<file path="src/rtl/paddle_ctrl_pkg.sv">
// paddle_pkg: shared types and helpers for the paddle mover.
//   mode_t       - input source select (BUTTONS, ACCEL, anything else frozen)
//   dir_t        - per-axis motion direction
//   ramp_state_t - per-axis speed ramp state
//   ramp_t       - ramp state plus its speed multiplier
//   clamp_step() - one move along an axis, clamped to the visible raster
//   ramp_update()- one action's update of an axis ramp
package paddle_pkg;

    typedef enum logic [1:0] {
        MODE_FROZEN  = 2'b00,
        MODE_ACCEL   = 2'b10,
        MODE_BUTTONS = 2'b11
    } mode_t;

    typedef enum logic [1:0] {
        DIR_NONE = 2'b00,
        DIR_NEG  = 2'b01,
        DIR_POS  = 2'b10
    } dir_t;

    typedef enum logic [1:0] {
        RAMP_IDLE = 2'b00,
        RAMP_NEG  = 2'b01,
        RAMP_POS  = 2'b10
    } ramp_state_t;

    typedef struct packed {
        ramp_state_t st;
        logic [2:0]  mult;
    } ramp_t;

    localparam ramp_t RAMP_RST = '{st: RAMP_IDLE, mult: 3'd1};

    // The far edge is checked in 13 bits so coord+step+size never wraps.
    function automatic logic [10:0] clamp_step(input dir_t dir, input logic [10:0] coord,
                                               input logic [10:0] step, input logic [10:0] size,
                                               input logic [10:0] res);
        logic [12:0] far_edge;
        logic [10:0] nxt;
        far_edge = {2'b00, coord} + {2'b00, step} + {2'b00, size};
        nxt      = coord;
        case (dir)
            DIR_NEG: nxt = (coord < step) ? 11'd0 : coord - step;
            DIR_POS: nxt = (far_edge > ({2'b00, res} - 13'd1)) ? (res - 11'd1 - size) : (coord + step);
            default: nxt = coord;
        endcase
        return nxt;
    endfunction

    // clear forces a restart of the ramp even if the direction is unchanged
    // (used when the input mode changed since the previous action).
    function automatic ramp_t ramp_update(input ramp_t cur, input dir_t dir, input logic clear,
                                          input logic [2:0] max_mult);
        ramp_t       nxt;
        ramp_state_t want;
        want = (dir == DIR_NEG) ? RAMP_NEG : RAMP_POS;
        nxt  = RAMP_RST;
        if (dir != DIR_NONE) begin
            nxt.st = want;
            if (!clear && (cur.st == want)) begin
                nxt.mult = (cur.mult >= max_mult) ? max_mult : cur.mult + 3'd1;
            end
        end
        return nxt;
    endfunction

endpackage

</file>
<file path="src/rtl/paddle_ctrl_if.sv">
// paddle_ctrl_if: raster position, user inputs and paddle outputs.
//   master: timing/input side (drives coordinates, mode, buttons, accel)
//   slave : paddle_ctrl (drives obj_h, obj_v, obj_draw, moving, mult)
interface paddle_ctrl_if;
    import paddle_pkg::*;

    logic [10:0]       h_coord;
    logic [9:0]        v_coord;
    mode_t             mode;
    logic              button_l;
    logic              button_r;
    logic              button_u;
    logic              button_d;
    logic signed [7:0] accel_x;
    logic signed [7:0] accel_y;
    logic [10:0]       obj_h;
    logic [9:0]        obj_v;
    logic              obj_draw;
    logic              moving;
    logic [2:0]        mult;

    modport master (
        output h_coord, v_coord, mode, button_l, button_r, button_u, button_d, accel_x, accel_y,
        input  obj_h, obj_v, obj_draw, moving, mult
    );

    modport slave (
        input  h_coord, v_coord, mode, button_l, button_r, button_u, button_d, accel_x, accel_y,
        output obj_h, obj_v, obj_draw, moving, mult
    );

endinterface

</file>
<file path="src/rtl/paddle_ctrl_frame_tick_gen.sv">
// frame_tick_gen: end-of-frame pulse and action tick divider.
//   pixel_clk, rst_n (sync, active low)
//   h_coord, v_coord : current raster position
//   eof    : one-cycle pulse the cycle after the last active pixel
//   action : eof pulses where the frame divider is at 0
module frame_tick_gen #(
    parameter int H_RES             = 800,
    parameter int V_RES             = 600,
    parameter int FRAMES_PER_ACTION = 2
) (
    input  logic        pixel_clk,
    input  logic        rst_n,
    input  logic [10:0] h_coord,
    input  logic [9:0]  v_coord,
    output logic        eof,
    output logic        action
);
    localparam int DIV_W = (FRAMES_PER_ACTION > 1) ? $clog2(FRAMES_PER_ACTION) : 1;
    localparam logic [DIV_W-1:0] DIV_LAST = DIV_W'(FRAMES_PER_ACTION - 1);

    logic             eof_q, eof_d;
    logic [DIV_W-1:0] div_q, div_d;

    always_comb begin
        eof_d = (h_coord == 11'(H_RES - 1)) && (v_coord == 10'(V_RES - 1));
        div_d = div_q;
        if (eof_q) begin
            div_d = (div_q == DIV_LAST) ? '0 : div_q + DIV_W'(1);
        end
    end

    always_ff @(posedge pixel_clk) begin
        if (!rst_n) begin
            eof_q <= 1'b0;
            div_q <= '0;
        end else begin
            eof_q <= eof_d;
            div_q <= div_d;
        end
    end

    assign eof    = eof_q;
    assign action = eof_q && (div_q == '0);

endmodule

</file>
<file path="src/rtl/paddle_ctrl.sv">
// paddle_ctrl: moves one rectangular paddle per action tick with a speed
// ramp, clamps it to the raster and flags pixels inside it.
//   pixel_clk, rst_n (sync, active low)
//   bus (paddle_ctrl_if.slave): coordinates, mode, buttons, accel in;
//                               obj_h, obj_v, obj_draw, moving, mult out
// Build option: PADDLE_VERTICAL_EN enables vertical motion; without it
// obj_v stays at INIT_V and u/d buttons and accel_x are ignored.
//
// Ramp FSM, one per axis:
//   state     | meaning
//   RAMP_IDLE | no direction at the last action, mult = 1
//   RAMP_NEG  | moving toward 0, mult grows each action up to MAX_MULT
//   RAMP_POS  | moving toward the far edge, mult grows likewise
module paddle_ctrl
    import paddle_pkg::*;
#(
    parameter int H_RES             = 800,
    parameter int V_RES             = 600,
    parameter int OBJ_W             = 100,
    parameter int OBJ_H             = 10,
    parameter int INIT_H            = 350,
    parameter int INIT_V            = 500,
    parameter int BASE_SPEED        = 5,
    parameter int MAX_MULT          = 4,
    parameter int FRAMES_PER_ACTION = 2,
    parameter int ACCEL_DEADZONE    = 2
) (
    input logic          pixel_clk,
    input logic          rst_n,
    paddle_ctrl_if.slave bus
);
    localparam logic [10:0]       H_RES_W  = 11'(H_RES);
    localparam logic [10:0]       OBJ_W_W  = 11'(OBJ_W);
    localparam logic [10:0]       SPEED_W  = 11'(BASE_SPEED);
    localparam logic [2:0]        MULT_MAX = 3'(MAX_MULT);
    localparam logic signed [7:0] DZ_POS   = 8'(ACCEL_DEADZONE);
    localparam logic signed [7:0] DZ_NEG   = -DZ_POS;

    // eof is consumed by the SVGA top level; the paddle only needs action.
    logic eof_unused;
    logic action;

    frame_tick_gen #(
        .H_RES            (H_RES),
        .V_RES            (V_RES),
        .FRAMES_PER_ACTION(FRAMES_PER_ACTION)
    ) u_tick (
        .pixel_clk(pixel_clk),
        .rst_n    (rst_n),
        .h_coord  (bus.h_coord),
        .v_coord  (bus.v_coord),
        .eof      (eof_unused),
        .action   (action)
    );

    mode_t       mode_q, mode_d;
    ramp_t       ramp_h_q, ramp_h_d;
    logic [10:0] obj_h_q, obj_h_d;
    logic        moving_q, moving_d;
    logic [10:0] step_h;
    logic        clear;
    dir_t        dir_h;
    logic [9:0]  obj_v;

`ifdef PADDLE_VERTICAL_EN
    localparam logic [10:0] V_RES_W = 11'(V_RES);
    localparam logic [10:0] OBJ_H_W = 11'(OBJ_H);
    ramp_t       ramp_v_q, ramp_v_d;
    logic [9:0]  obj_v_q, obj_v_d;
    logic [10:0] step_v;
    dir_t        dir_v;
`endif

    // Direction decode; only consumed when action is high.
    always_comb begin
        dir_h = DIR_NONE;
`ifdef PADDLE_VERTICAL_EN
        dir_v = DIR_NONE;
`endif
        case (bus.mode)
            MODE_BUTTONS: begin
                if (bus.button_l && !bus.button_r)      dir_h = DIR_NEG;
                else if (bus.button_r && !bus.button_l) dir_h = DIR_POS;
`ifdef PADDLE_VERTICAL_EN
                if (bus.button_u && !bus.button_d)      dir_v = DIR_NEG;
                else if (bus.button_d && !bus.button_u) dir_v = DIR_POS;
`endif
            end
            MODE_ACCEL: begin
                // Tilting along y moves horizontally, with inverted sense.
                if (bus.accel_y > DZ_POS)      dir_h = DIR_NEG;
                else if (bus.accel_y < DZ_NEG) dir_h = DIR_POS;
`ifdef PADDLE_VERTICAL_EN
                if (bus.accel_x < DZ_NEG)      dir_v = DIR_NEG;
                else if (bus.accel_x > DZ_POS) dir_v = DIR_POS;
`endif
            end
            default: ;
        endcase
    end

    always_comb begin
        mode_d   = mode_q;
        ramp_h_d = ramp_h_q;
        obj_h_d  = obj_h_q;
        moving_d = moving_q;
        step_h   = '0;
        clear    = 1'b0;
`ifdef PADDLE_VERTICAL_EN
        ramp_v_d = ramp_v_q;
        obj_v_d  = obj_v_q;
        step_v   = '0;
`endif
        if (action) begin
            clear    = (bus.mode != mode_q);
            mode_d   = bus.mode;
            // The step uses the multiplier after this action's update.
            ramp_h_d = ramp_update(ramp_h_q, dir_h, clear, MULT_MAX);
            step_h   = SPEED_W * {8'd0, ramp_h_d.mult};
            obj_h_d  = clamp_step(dir_h, obj_h_q, step_h, OBJ_W_W, H_RES_W);
            moving_d = (obj_h_d != obj_h_q);
`ifdef PADDLE_VERTICAL_EN
            ramp_v_d = ramp_update(ramp_v_q, dir_v, clear, MULT_MAX);
            step_v   = SPEED_W * {8'd0, ramp_v_d.mult};
            obj_v_d  = 10'(clamp_step(dir_v, {1'b0, obj_v_q}, step_v, OBJ_H_W, V_RES_W));
            moving_d = moving_d || (obj_v_d != obj_v_q);
`endif
        end
    end

    always_ff @(posedge pixel_clk) begin
        if (!rst_n) begin
            mode_q   <= MODE_FROZEN;
            ramp_h_q <= RAMP_RST;
            obj_h_q  <= 11'(INIT_H);
            moving_q <= 1'b0;
`ifdef PADDLE_VERTICAL_EN
            ramp_v_q <= RAMP_RST;
            obj_v_q  <= 10'(INIT_V);
`endif
        end else begin
            mode_q   <= mode_d;
            ramp_h_q <= ramp_h_d;
            obj_h_q  <= obj_h_d;
            moving_q <= moving_d;
`ifdef PADDLE_VERTICAL_EN
            ramp_v_q <= ramp_v_d;
            obj_v_q  <= obj_v_d;
`endif
        end
    end

`ifdef PADDLE_VERTICAL_EN
    assign obj_v = obj_v_q;
`else
    assign obj_v = 10'(INIT_V);
`endif

    // Half-open box test, widened so obj+size cannot wrap.
    logic [11:0] h_end, v_end;
    assign h_end = {1'b0, obj_h_q} + 12'(OBJ_W);
    assign v_end = {2'b00, obj_v} + 12'(OBJ_H);

    assign bus.obj_draw = (bus.h_coord >= obj_h_q) && ({1'b0, bus.h_coord} < h_end) &&
                          (bus.v_coord >= obj_v)   && ({2'b00, bus.v_coord} < v_end);
    assign bus.obj_h    = obj_h_q;
    assign bus.obj_v    = obj_v;
    assign bus.moving   = moving_q;
    assign bus.mult     = ramp_h_q.mult;

endmodule

</file>
<file path="src/flat_wrapper.sv">
// flat-port wrapper written by rule: the top's interface ports become plain ports
module paddle_ctrl_flat import paddle_pkg::*;
#(
    parameter int H_RES             = 800,
    parameter int V_RES             = 600,
    parameter int OBJ_W             = 100,
    parameter int OBJ_H             = 10,
    parameter int INIT_H            = 350,
    parameter int INIT_V            = 500,
    parameter int BASE_SPEED        = 5,
    parameter int MAX_MULT          = 4,
    parameter int FRAMES_PER_ACTION = 2,
    parameter int ACCEL_DEADZONE    = 2
)
  (pixel_clk, rst_n, bus_h_coord, bus_v_coord, bus_mode, bus_button_l, bus_button_r, bus_button_u, bus_button_d, bus_accel_x, bus_accel_y, bus_obj_h, bus_obj_v, bus_obj_draw, bus_moving, bus_mult);
  paddle_ctrl_if bus_i ();
  input logic pixel_clk;
  input logic rst_n;
  input wire logic [$bits(bus_i.h_coord)-1:0] bus_h_coord;
  input wire logic [$bits(bus_i.v_coord)-1:0] bus_v_coord;
  input wire logic [$bits(bus_i.mode)-1:0] bus_mode;
  input wire logic [$bits(bus_i.button_l)-1:0] bus_button_l;
  input wire logic [$bits(bus_i.button_r)-1:0] bus_button_r;
  input wire logic [$bits(bus_i.button_u)-1:0] bus_button_u;
  input wire logic [$bits(bus_i.button_d)-1:0] bus_button_d;
  input wire logic [$bits(bus_i.accel_x)-1:0] bus_accel_x;
  input wire logic [$bits(bus_i.accel_y)-1:0] bus_accel_y;
  output wire logic [$bits(bus_i.obj_h)-1:0] bus_obj_h;
  output wire logic [$bits(bus_i.obj_v)-1:0] bus_obj_v;
  output wire logic [$bits(bus_i.obj_draw)-1:0] bus_obj_draw;
  output wire logic [$bits(bus_i.moving)-1:0] bus_moving;
  output wire logic [$bits(bus_i.mult)-1:0] bus_mult;
  assign bus_i.h_coord = bus_h_coord;
  assign bus_i.v_coord = bus_v_coord;
  assign bus_i.mode = bus_mode;
  assign bus_i.button_l = bus_button_l;
  assign bus_i.button_r = bus_button_r;
  assign bus_i.button_u = bus_button_u;
  assign bus_i.button_d = bus_button_d;
  assign bus_i.accel_x = bus_accel_x;
  assign bus_i.accel_y = bus_accel_y;
  assign bus_obj_h = bus_i.obj_h;
  assign bus_obj_v = bus_i.obj_v;
  assign bus_obj_draw = bus_i.obj_draw;
  assign bus_moving = bus_i.moving;
  assign bus_mult = bus_i.mult;
  paddle_ctrl #(.H_RES(H_RES), .V_RES(V_RES), .OBJ_W(OBJ_W), .OBJ_H(OBJ_H), .INIT_H(INIT_H), .INIT_V(INIT_V), .BASE_SPEED(BASE_SPEED), .MAX_MULT(MAX_MULT), .FRAMES_PER_ACTION(FRAMES_PER_ACTION), .ACCEL_DEADZONE(ACCEL_DEADZONE)) u_core (.pixel_clk(pixel_clk), .rst_n(rst_n), .bus(bus_i));
endmodule
</file>
<file path="config.mk">
export PLATFORM = sky130hd
export DESIGN_NAME = paddle_ctrl_flat
export DESIGN_NICKNAME = d
export VERILOG_FILES = /design/src/rtl/paddle_ctrl_pkg.sv /design/src/rtl/paddle_ctrl_if.sv /design/src/rtl/paddle_ctrl_frame_tick_gen.sv /design/src/rtl/paddle_ctrl.sv /design/src/flat_wrapper.sv
export SDC_FILE = /design/constraint.sdc
export NUM_CORES = 1
export LEC_CHECK = 0
export BUFFER_PORTS_ARGS = -buffer_cell sky130_fd_sc_hd__buf_2
export CORE_MARGIN = 1
export CORE_UTILIZATION = 55
export DETAILED_ROUTE_END_ITERATION = 10
export PLACE_DENSITY = 0.76
export SYNTH_ARGS = -nofsm -noshare
export SYNTH_HDL_FRONTEND = slang
export SYNTH_SLANG_ARGS = --single-unit
export TNS_END_PERCENT = 5
</file>
<file path="constraint.sdc">
create_clock -name pixel_clk -period 9.53 [get_ports pixel_clk]
set_clock_uncertainty 0.2 [all_clocks]
set_input_delay 1.906 -clock pixel_clk [delete_from_list [all_inputs] [get_ports pixel_clk]]
set_output_delay 1.906 -clock pixel_clk [all_outputs]
set_load 0.05 [all_outputs]
</file>
==> impl_metrics.env, run 1 <==
export IMPL_vias=3563
export IMPL_synth_area_per_cell_um2=7.439
export IMPL_final_cell_mix="nand2_1 (57), buf_2 (50), ha_1 (44)"
export IMPL_cp_end_kind="flop"
export IMPL_hold_buffers=0
export IMPL_clk_latency_ns=0.26
export IMPL_cts_resized=0
export IMPL_cts_buffers_inserted=3
export IMPL_whs_path_depth=2
export IMPL_setup_viol=0
export IMPL_drt_vias_per_instance=6.340
export IMPL_row_count=28
export IMPL_worst_slew_pin_transition_ns=0.9359
export IMPL_fin_crit_ns=8.542
export IMPL_port_buffers=50
export IMPL_yosysWarnings=0
export IMPL_clk_pin_slew_ns=0.07
export IMPL_final_hold_viol_count=0
export IMPL_critPathLaunchType="primary input"
export IMPL_antenna_diode_count=0
export IMPL_p_per_area_mw_per_mm2=53.17
export IMPL_overflow=0
export IMPL_synthCells=456
export IMPL_worstHoldStart="u_core.mode_q[0]"
export IMPL_reg2reg_to="u_core.bus.moving"
export IMPL_layout_drive_gt1_share_pct=14.17
export IMPL_max_freq_mhz=117.1
export IMPL_drc_errors=0
export IMPL_synth_top_area_share_pct=16.23
export IMPL_maxCapViolations=0
export IMPL_seq_area_frac_synth_pct=12.39
export IMPL_seq_area_um2=420.4
export IMPL_finalWirelength_mm=9.714
export IMPL_clockBufferDepth=2
export IMPL_die_h_um=80.53
export IMPL_io_pins=71
export IMPL_areaGrowthSynthToFinish_pct=7.193
export IMPL_rsz0062_at_grt="no"
export IMPL_grt_pass1_vias=3270
export IMPL_reg2reg_depth=20
export IMPL_synth_top_area_cell="ha_1"
export IMPL_crit_required_ns=9.52
export IMPL_setup_tns_ns=0
export IMPL_worstPathArrival_ns=8.54
export IMPL_syn_area_mm2=0.003392
export IMPL_post_cts_buffers=0
export IMPL_multi_input_area_mm2=0.002691
export IMPL_ys_ff_latch=21
export IMPL_synthArstFlopShare_pct=0
export IMPL_min_path_type="reg2reg"
export IMPL_grt_max_degree=22
export IMPL_hold_end="u_core.mode_q[0]"
export IMPL_worstReg2RegStart="u_core.ramp_h_q[3]"
export IMPL_finalMaxSlewViolations=0
export IMPL_peakVddDrop_v=0.00005113
export IMPL_fin_crit_sh_pct=89.63
export IMPL_holdWs_ns=0.2846
export IMPL_netlist_top_cells_area="ha_1 (16%), dfxtp_1 (12%), nand2_1 (6.3%)"
export IMPL_synth_edf_count=0
export IMPL_nets=579
export IMPL_status="complete, no violations"
export IMPL_antenna_found_initial=0
export IMPL_cts_htree_levels=1
export IMPL_cts_sinks=21
export IMPL_path_max_fanout=10
export IMPL_place_worst_setup_slack_ns=0.9716
export IMPL_synth_cell_types=72
export IMPL_path_class="in2reg"
export IMPL_layout_commonest_cell="nand2_1"
export IMPL_fp_dieW_um=80.53
export IMPL_cts_root_buf="clkbuf_8"
export IMPL_relSlewSlack_pct=37.38
export IMPL_drtPass1Iterations=5
export IMPL_cellLeakagePower_nw=1.611
export IMPL_nFillCells=574
export IMPL_wire_per_inst_um=17.28
export IMPL_ant_nets=0
export IMPL_setup_ws_ns=0.9881
export IMPL_drt_iter0_drc=307
export IMPL_dieArea_mm2=0.006485
export IMPL_grt_use_total_pct=31.22
export IMPL_gp_congestion=0.9438
export IMPL_grt_pass1_wl_mm=15.76
export IMPL_ys_flop_type="dfxtp_1"
export IMPL_dp_hpwl_mm=7.630
export IMPL_core_area_mm2=0.005921
export IMPL_post_route_util_pct=61.41
export IMPL_cts_tree="done"
export IMPL_start_util_pct=57.29
export IMPL_rrSetupSlack_ns=3.67
==> sequential cells by signal, summed over array words and instances (netlist names) <==
name and flops:
u_core.bus.obj_h 11, u_core.bus.mult 3, u_core.mode_q 2, u_core.ramp_h_q 2, u_core.bus.moving 1, u_core.u_tick.div_q 1, u_core.u_tick.eof 1
==> worst max-delay path, stage by stage <==
cell	delay [ns]
buf_2	0.10
nor4_1	0.36
a211oi_1	0.15
o21ai_0	0.37
inv_1	0.08
ha_1	0.33
nor2_1	0.13
a21oi_1	0.08
nor4_1	0.51
o21ai_0	0.38
ha_1	0.31
ha_1	0.30
ha_1	0.37
xnor2_1	0.48
inv_1	0.26
ha_1	0.34
nand3b_1	0.06
a2111oi_0	0.42
o32a_1	0.23
o22ai_1	0.12
a211oi_4	0.44
o31ai_1	0.15
or2_1	0.25
a41o_1	0.26
a21oi_1	0.13
==> power by group <==
group            switching (W)   total, W  internal, W
Clock                0.0000278  0.0000576    0.0000298
Sequential     0.0000000000395  0.0000877    0.0000877
Combinational        0.0000311  0.0000481    0.0000169
==> cell usage after synthesis, types with 3 or more instances <==
cell,count
a31oi_1,6
ha_1,44
nand2_1,57
nor2_1,18
and3_1,4
or2_2,3
nor2b_1,7
nand3_1,11
dfxtp_1,21
nand2b_1,11
o221ai_1,4
o32ai_1,3
buf_1,3
buf_4,15
nor4_1,6
o21ai_0,25
a311oi_1,4
a21boi_0,9
a21oi_1,28
nand4_1,11
xnor2_1,19
nor3_1,12
o211ai_1,8
o21a_1,12
inv_1,34
o22ai_1,5
o211a_1,4
a21o_1,3
clkbuf_1,11
==> stage by stage <==
step / total power [W] / std cells / cell area (um2)
finish: 0.0001933 / 562 / 3636
global route: 0.0002041 / 562 / 3636
CTS: 0.0001941 / 562 / 3636
detailed placement: 0.0001366 / 558 / 3591
global placement: 0.0001358 / 558 / 3591
floorplan: 0.0001241 / 464 / 3422
==> metal layers <==
layer | wire (um) | track usage, % | vias up
met5 | 0 | 0 | -
met2 | 4600 | 52.63 | 158
met3 | 573 | 3.864 | 24
li1 | - | - | 1703
met4 | 243 | 11.07 | 0
met1 | 4297 | 40.35 | 1678
==> cell type report <==
type / count / share of cell area (%)
clock buffer: 4 / 1.239
tap: 75 / 2.581
multi-input combinational: 376 / 74.02
timing repair buffer: 50 / 6.882
inverter: 36 / 3.716
sequential: 21 / 11.56
==> worst max path at each step <==
| stage | start | endpoint | slack [ns] | depth (start not counted) |
|---|---|---|---|---|
| global placement | bus_accel_y[4] | u_core.bus.moving | 1.11 | 25 |
| finish | bus_accel_y[4] | u_core.bus.moving | 0.99 | 25 |
| global route | bus_accel_y[4] | u_core.bus.moving | 0.57 | 26 |
| detailed placement | bus_accel_y[4] | u_core.bus.moving | 0.97 | 26 |
| floorplan | bus_accel_y[4] | u_core.bus.moving | 2.17 | 27 |
| CTS | bus_accel_y[4] | u_core.bus.moving | 1.10 | 26 |
==> cell families (layout without fill, tap and decap cells) <==
logic type,count (synthesis),in the layout,share of synthesized area [%]
muxes,3,3,1.033
buffers and inverters,67,90,9.148
adders and majority gates,46,46,17.41
other,2,10,0.2214
AOI/OAI and AO/OA,138,138,30.10
xor gates and xnor gates,22,22,5.902
DFF,21,21,12.39
and+or+nand+nor,157,157,23.79
Note: power is estimated with default switching activity, not from simulation.
==> run 2: changes to the inputs <==
--- a/config.mk
+++ b/config.mk
@@ -7,9 +7,9 @@
 export LEC_CHECK = 0
 export BUFFER_PORTS_ARGS = -buffer_cell sky130_fd_sc_hd__buf_2
 export CORE_MARGIN = 1
-export CORE_UTILIZATION = 55
+export CORE_UTILIZATION = 51
 export DETAILED_ROUTE_END_ITERATION = 10
-export PLACE_DENSITY = 0.76
+export PLACE_DENSITY = 0.74
 export SYNTH_ARGS = -nofsm -noshare
 export SYNTH_HDL_FRONTEND = slang
 export SYNTH_SLANG_ARGS = --single-unit
==> constraint.sdc (replaced) <==
create_clock -name pixel_clk -period 7.2 [get_ports pixel_clk]
set_clock_uncertainty 0.2 [all_clocks]
set_input_delay 1.44 -clock pixel_clk [delete_from_list [all_inputs] [get_ports pixel_clk]]
set_output_delay 1.44 -clock pixel_clk [all_outputs]
set_load 0.05 [all_outputs]
==> run 2 against run 1 <==
  * Cell count is 5.2% higher
  * Worst hold slack worse by 0.0082 ns
  * Total power is 34% higher
  * Clock power is 33% higher
  * Non-clock buffer count is 27 higher
  * Critical path depth is 5 higher
  * Count of clock-buffer cells in the layout stayed put
  * Global-route usage is 2.6 points lower
  * Highest routed layer unchanged
==> impl_metrics.env, run 2 (same netlist as run 1, synthesis figures left out) <==
export IMPL_status="complete, no violations"
export IMPL_die_h_um=83.56
export IMPL_reg2reg_depth=23
export IMPL_worstReg2RegStart="u_core.ramp_h_q[3]"
export IMPL_cpMostUsedCell="ha_1"
export IMPL_ant_nets=0
export IMPL_dieArea_mm2=0.006981
export IMPL_final_hold_viol_count=0
export IMPL_drc_errors=0
export IMPL_fin_crit_sh_pct=95.01
export IMPL_grt_pass1_vias=3391
export IMPL_finalMaxSlewViolations=0
export IMPL_io_pins=71
export IMPL_fp_dieW_um=83.56
export IMPL_finalWirelength_mm=9.999
export IMPL_overflow=0
export IMPL_row_count=29
export IMPL_grt_pass1_wl_mm=16.51
export IMPL_post_route_util_pct=60.56
export IMPL_whs_path_depth=2
export IMPL_layout_drive_gt1_share_pct=19.46
export IMPL_dpl_cell_count=582
export IMPL_p_comb_share_pct=25.7
export IMPL_path_max_fanout=9
export IMPL_drtPass1Iterations=5
export IMPL_start_util_pct=53.12
export IMPL_port_buffers=50
export IMPL_worstHoldStart="u_core.mode_q[1]"
export IMPL_areaGrowthSynthToFinish_pct=14.02
export IMPL_setup_viol=0
export IMPL_placed_area_mm2=0.003759
export IMPL_critPathLaunchType="primary input"
export IMPL_reg2reg_to="u_core.bus.moving"
export IMPL_path_class="in2reg"
export IMPL_relSlewSlack_pct=35.69
export IMPL_worstPathArrival_ns=6.83
export IMPL_worst_slew_pin_transition_ns=0.9610
export IMPL_cts_htree_levels=1
export IMPL_maxCapViolations=0
export IMPL_min_path_type="reg2reg"
export IMPL_cellLeakagePower_nw=1.756
export IMPL_final_cell_mix="nand2_1 (57), buf_2 (50), ha_1 (44)"
export IMPL_largest_reg_flops=11
export IMPL_critPathSlowestCell="a2111oi_4"
export IMPL_max_freq_mhz=146.2
export IMPL_busiest_layer="met2"
export IMPL_fin_crit_ns=6.841
export IMPL_grt_use_total_pct=28.59
export IMPL_cp_end_kind="flop"
export IMPL_critPathMaxStageDelay_ns=0.41
export IMPL_cts_sinks=21
export IMPL_setup_tns_ns=0
export IMPL_fin_area_mm2=0.003867
export IMPL_layout_commonest_cell="nand2_1"
export IMPL_core_area_mm2=0.006386
export IMPL_clk_pin_slew_ns=0.08
export IMPL_grt_use_met3_pct=3.264
export IMPL_grt_max_degree=22
export IMPL_drt_iter0_drc=261
export IMPL_p_per_area_mw_per_mm2=67.05
export IMPL_use_met2_pct=48.29
export IMPL_hold_end="u_core.mode_q[1]"
export IMPL_dp_hpwl_mm=7.900
export IMPL_rsz0062_at_grt="no"
export IMPL_gr_usage_met1_pct=38.39
export IMPL_cts_root_buf="clkbuf_8"
export IMPL_peakVddDrop_v=0.00009039
export IMPL_seqPwrFrac_pct=44.7
export IMPL_final_cells=591
export IMPL_internal_power_w=0.0001795
export IMPL_vias=3599
export IMPL_drt_vias_per_instance=6.090
export IMPL_cts_tree="done"
export IMPL_finalPower_w=0.0002593
export IMPL_antenna_diode_count=0
export IMPL_clockPowerShare_pct=29.6
export IMPL_nets=606
export IMPL_clk_latency_ns=0.26
export IMPL_antenna_found_initial=0
export IMPL_rrSetupSlack_ns=2.18
export IMPL_wire_per_inst_um=16.92
export IMPL_cts_buffers_inserted=3
export IMPL_switching_share_pct=30.79
export IMPL_gp_congestion=0.9598
export IMPL_clockBufferDepth=2
export IMPL_netSwitchingPower_w=0.00007983
export IMPL_crit_required_ns=7.19
==> run 2: cell types whose count changed in the layout (fill, tap and decap cells not counted), sizes merged <==
cell  previous run  this run
buf             50        77
==> run 2: through the flow <==
| stage | setup slack, ns | hold WS [ns] |
|---|---|---|
| 6_report | 0.3591 | 0.2764 |
| 5_1_grt | 0.05485 | 0.2989 |
| 4_1_cts | 0.04333 | 0.2802 |
| 3_5_place_dp | -0.1956 | 0.2688 |
| 3_3_place_gp | -0.1460 | 0.2647 |
| 2_1_floorplan | 0.3026 | 0.2553 |
==> run 2: how the worst max path moves through the flow <==
| stage | startpoint | end | slack, ns |
|---|---|---|---|
| after floorplan | bus_accel_y[4] | u_core.bus.moving | 0.30 |
| after global placement | bus_accel_y[4] | u_core.bus.moving | -0.15 |
| after detailed placement | bus_accel_y[4] | u_core.bus.moving | -0.20 |
| after CTS | bus_accel_y[4] | u_core.bus.moving | 0.04 |
| after global routing | bus_accel_y[4] | u_core.bus.moving | 0.05 |
| final | bus_accel_y[4] | u_core.bus.moving | 0.36 |
==> run 2: final cells by class <==
class | instances | area [um2]
clock buffer | 4 | 45.04
fill | 625 | 2519
inverter | 36 | 135.1
multi-input combinational | 376 | 2718
sequential | 21 | 420.4
tap | 77 | 96.34
timing repair buffer | 77 | 452.9
==> run 2: metal layers <==
layer,up-vias,wire [um]
li1,1753,-
met1,1683,4583
met2,144,4639
met3,19,556
met4,0,219
met5,-,0
==> run 2: critical path: cells and delay by family <==
kind | cells | cell delay, ns
compound gates | 11 | 1.85
fa+ha+maj | 5 | 1.25
buf+inv | 6 | 0.86
mux | 1 | 0.32
simple gates | 7 | 1.09
==> run 2: what timing repair did <==
item	4_1_cts	5_1_grt
hold buffers	0	0
setup buffers	0	5
endpoints found under the setup margin	0	11
resized for setup	0	6
endpoints found under the hold margin	0	0
==> run 2: power groups by stage <==
| stage | sequential, W | combinational (W) | clock (W) |
|---|---|---|---|
| global placement | 0.000119 | 0.0000631 | 0 |
| CTS | 0.000116 | 0.0000651 | 0.0000787 |
| global route | 0.000116 | 0.0000730 | 0.0000848 |
| floorplan | 0.000119 | 0.0000456 | 0 |
| detailed placement | 0.000119 | 0.0000648 | 0 |
| finish | 0.000116 | 0.0000666 | 0.0000766 |
==> run 3: changes to the inputs <==
--- a/config.mk
+++ b/config.mk
@@ -9,7 +9,7 @@
 export CORE_MARGIN = 1
 export CORE_UTILIZATION = 51
 export DETAILED_ROUTE_END_ITERATION = 10
-export PLACE_DENSITY = 0.74
+export PLACE_DENSITY = 0.8
 export SYNTH_ARGS = -nofsm -noshare
 export SYNTH_HDL_FRONTEND = slang
 export SYNTH_SLANG_ARGS = --single-unit
==> run 3 against run 2 <==
  * Global-route usage increased by 0.23 points
  * Worst setup slack improved by 0.049 ns
  * Die area unchanged
  * Design area increased by 2.2%
  * Cell count increased by 2.0%
  * Critical endpoint unchanged
  * Largest power group unchanged
  * Flip-flop and latch count unchanged
  * Largest cell class unchanged
  * Non-clock buffer count increased by 12
  * Sequential share of layout area decreased by 0.23 points
  * Combinational power increased by 1%
==> impl_metrics.env, run 3 (same netlist as run 1, synthesis figures left out) <==
export IMPL_cpMostUsedCell="ha_1"
export IMPL_worstReg2RegStart="u_core.mode_q[0]"
export IMPL_placed_area_mm2=0.003879
export IMPL_largest_reg_flops=11
export IMPL_final_cells=603
export IMPL_nFillCells=598
export IMPL_row_count=29
export IMPL_min_path_type="reg2reg"
export IMPL_dpl_cell_count=598
export IMPL_gp_congestion=0.9736
export IMPL_clockBufferDepth=2
export IMPL_worst_slew_pin_transition_ns=0.9349
export IMPL_drtPass1Iterations=5
export IMPL_peakVddDrop_v=0.00007074
export IMPL_ant_nets=0
export IMPL_drt_vias_per_instance=6.146
export IMPL_grt_use_total_pct=28.83
export IMPL_finalMaxSlewViolations=0
export IMPL_clk_latency_ns=0.26
export IMPL_dp_hpwl_mm=8.022
export IMPL_cts_tree="done"
export IMPL_critPathLaunch="bus_accel_y[4]"
export IMPL_status="complete, no violations"
export IMPL_p_per_area_mw_per_mm2=65.80
export IMPL_maxCapViolations=0
export IMPL_path_class="in2reg"
export IMPL_grt_max_degree=22
export IMPL_critPathSlowestCell="a2111oi_4"
export IMPL_max_freq_mhz=147.2
export IMPL_worstPathArrival_ns=6.75
export IMPL_antenna_found_initial=0
export IMPL_critPathMaxStageDelay_ns=0.42
export IMPL_start_util_pct=53.12
export IMPL_layout_commonest_cell="nand2_1"
export IMPL_antenna_diode_count=0
export IMPL_cts_root_buf="clkbuf_8"
export IMPL_final_hold_viol_count=0
export IMPL_nets=618
export IMPL_cts_sinks=21
export IMPL_critPathLaunchType="primary input"
export IMPL_layout_drive_gt1_share_pct=21.10
export IMPL_hold_buffers=0
export IMPL_fin_area_mm2=0.003953
export IMPL_path_max_fanout=9
export IMPL_dieArea_mm2=0.006981
export IMPL_cp_end_kind="flop"
export IMPL_vias=3706
export IMPL_cts_htree_levels=1
export IMPL_die_h_um=83.56
export IMPL_worstHoldStart="u_core.mode_q[0]"
export IMPL_fp_dieW_um=83.56
export IMPL_overflow=0
export IMPL_grt_pass1_vias=3397
export IMPL_relSlewSlack_pct=37.44
export IMPL_grt_pass1_wl_mm=16.51
export IMPL_fin_crit_ns=6.792
export IMPL_port_buffers=50
export IMPL_cts_buffers_inserted=3
export IMPL_clk_pin_slew_ns=0.07
export IMPL_setup_viol=0
export IMPL_cellLeakagePower_nw=1.806
export IMPL_final_cell_mix="nand2_1 (57), buf_2 (50), ha_1 (44)"
export IMPL_rsz0062_at_grt="no"
export IMPL_crit_required_ns=7.15
export IMPL_fin_crit_sh_pct=94.33
export IMPL_finalWirelength_mm=10.04
export IMPL_wire_per_inst_um=16.64
export IMPL_drc_errors=0
export IMPL_io_pins=71
export IMPL_drt_iter0_drc=311
export IMPL_post_route_util_pct=61.89
export IMPL_areaGrowthSynthToFinish_pct=16.53
export IMPL_core_area_mm2=0.006386
-- run 3: cell type report --
type                            instances  area (um2)  share of cell area, %
Inverter                               36       135.1                  3.419
Sequential cell                        21       420.4                  10.64
Timing Repair Buffer                   89       543.0                  13.74
Tap cell                               77       96.34                  2.437
Multi-Input combinational cell        376        2713                  68.63
Clock buffer                            4       45.04                  1.140
-- run 3: through the flow --
step | setup slack, ns | total power (W) | setup TNS (ns) | hold WS, ns
CTS | 0.1772 | 0.0002620 | 0 | 0.2873
global route | 0.002892 | 0.0002746 | 0 | 0.3146
global placement | -0.08306 | 0.0001832 | -0.1929 | 0.2654
floorplan | 0.3026 | 0.0001643 | 0 | 0.2553
detailed placement | -0.05954 | 0.0001844 | -0.1547 | 0.2767
finish | 0.4084 | 0.0002601 | 0 | 0.2806
-- run 3: metal layers --
layer	GRT usage [%]	wire length (um)	vias to the layer above
li1	-	-	1787
met1	38.85	4393	1719
met3	2.572	643	25
met4	8.629	231	0
met5	0	0	-
met2	48.88	4768	175
-- run 3: report_power, final --
| group | leakage [nW] | switching [W] | internal [W] |
|---|---|---|---|
| clock network | 0.0228 | 0.0000373 | 0.0000394 |
| registers | 0.169 | 0.0000000000522 | 0.000116 |
| logic | 1.61 | 0.0000420 | 0.0000253 |
-- run 3: what timing repair did --
item                       4_1_cts  5_1_grt
buffers inserted                 0        1
setup endpoints to repair        0       10
resized for setup                0        5
-- run 3: worst paths after layout --
path | end | slack, ns | cells past startpoint
worst min register to register | u_core.mode_q[0] | 0.28 | 2
worst max-delay path | u_core.bus.moving | 0.41 | 30
worst min-delay path | u_core.mode_q[0] | 0.28 | 2
worst max register to register | u_core.bus.moving | 2.17 | 21
-- run 3: critical path: cells and delay by family --
kind	cells	cell delay [ns]
buf+inv	6	0.85
compound gates	13	2.26
fa+ha+maj	5	1.22
simple gates	6	0.92
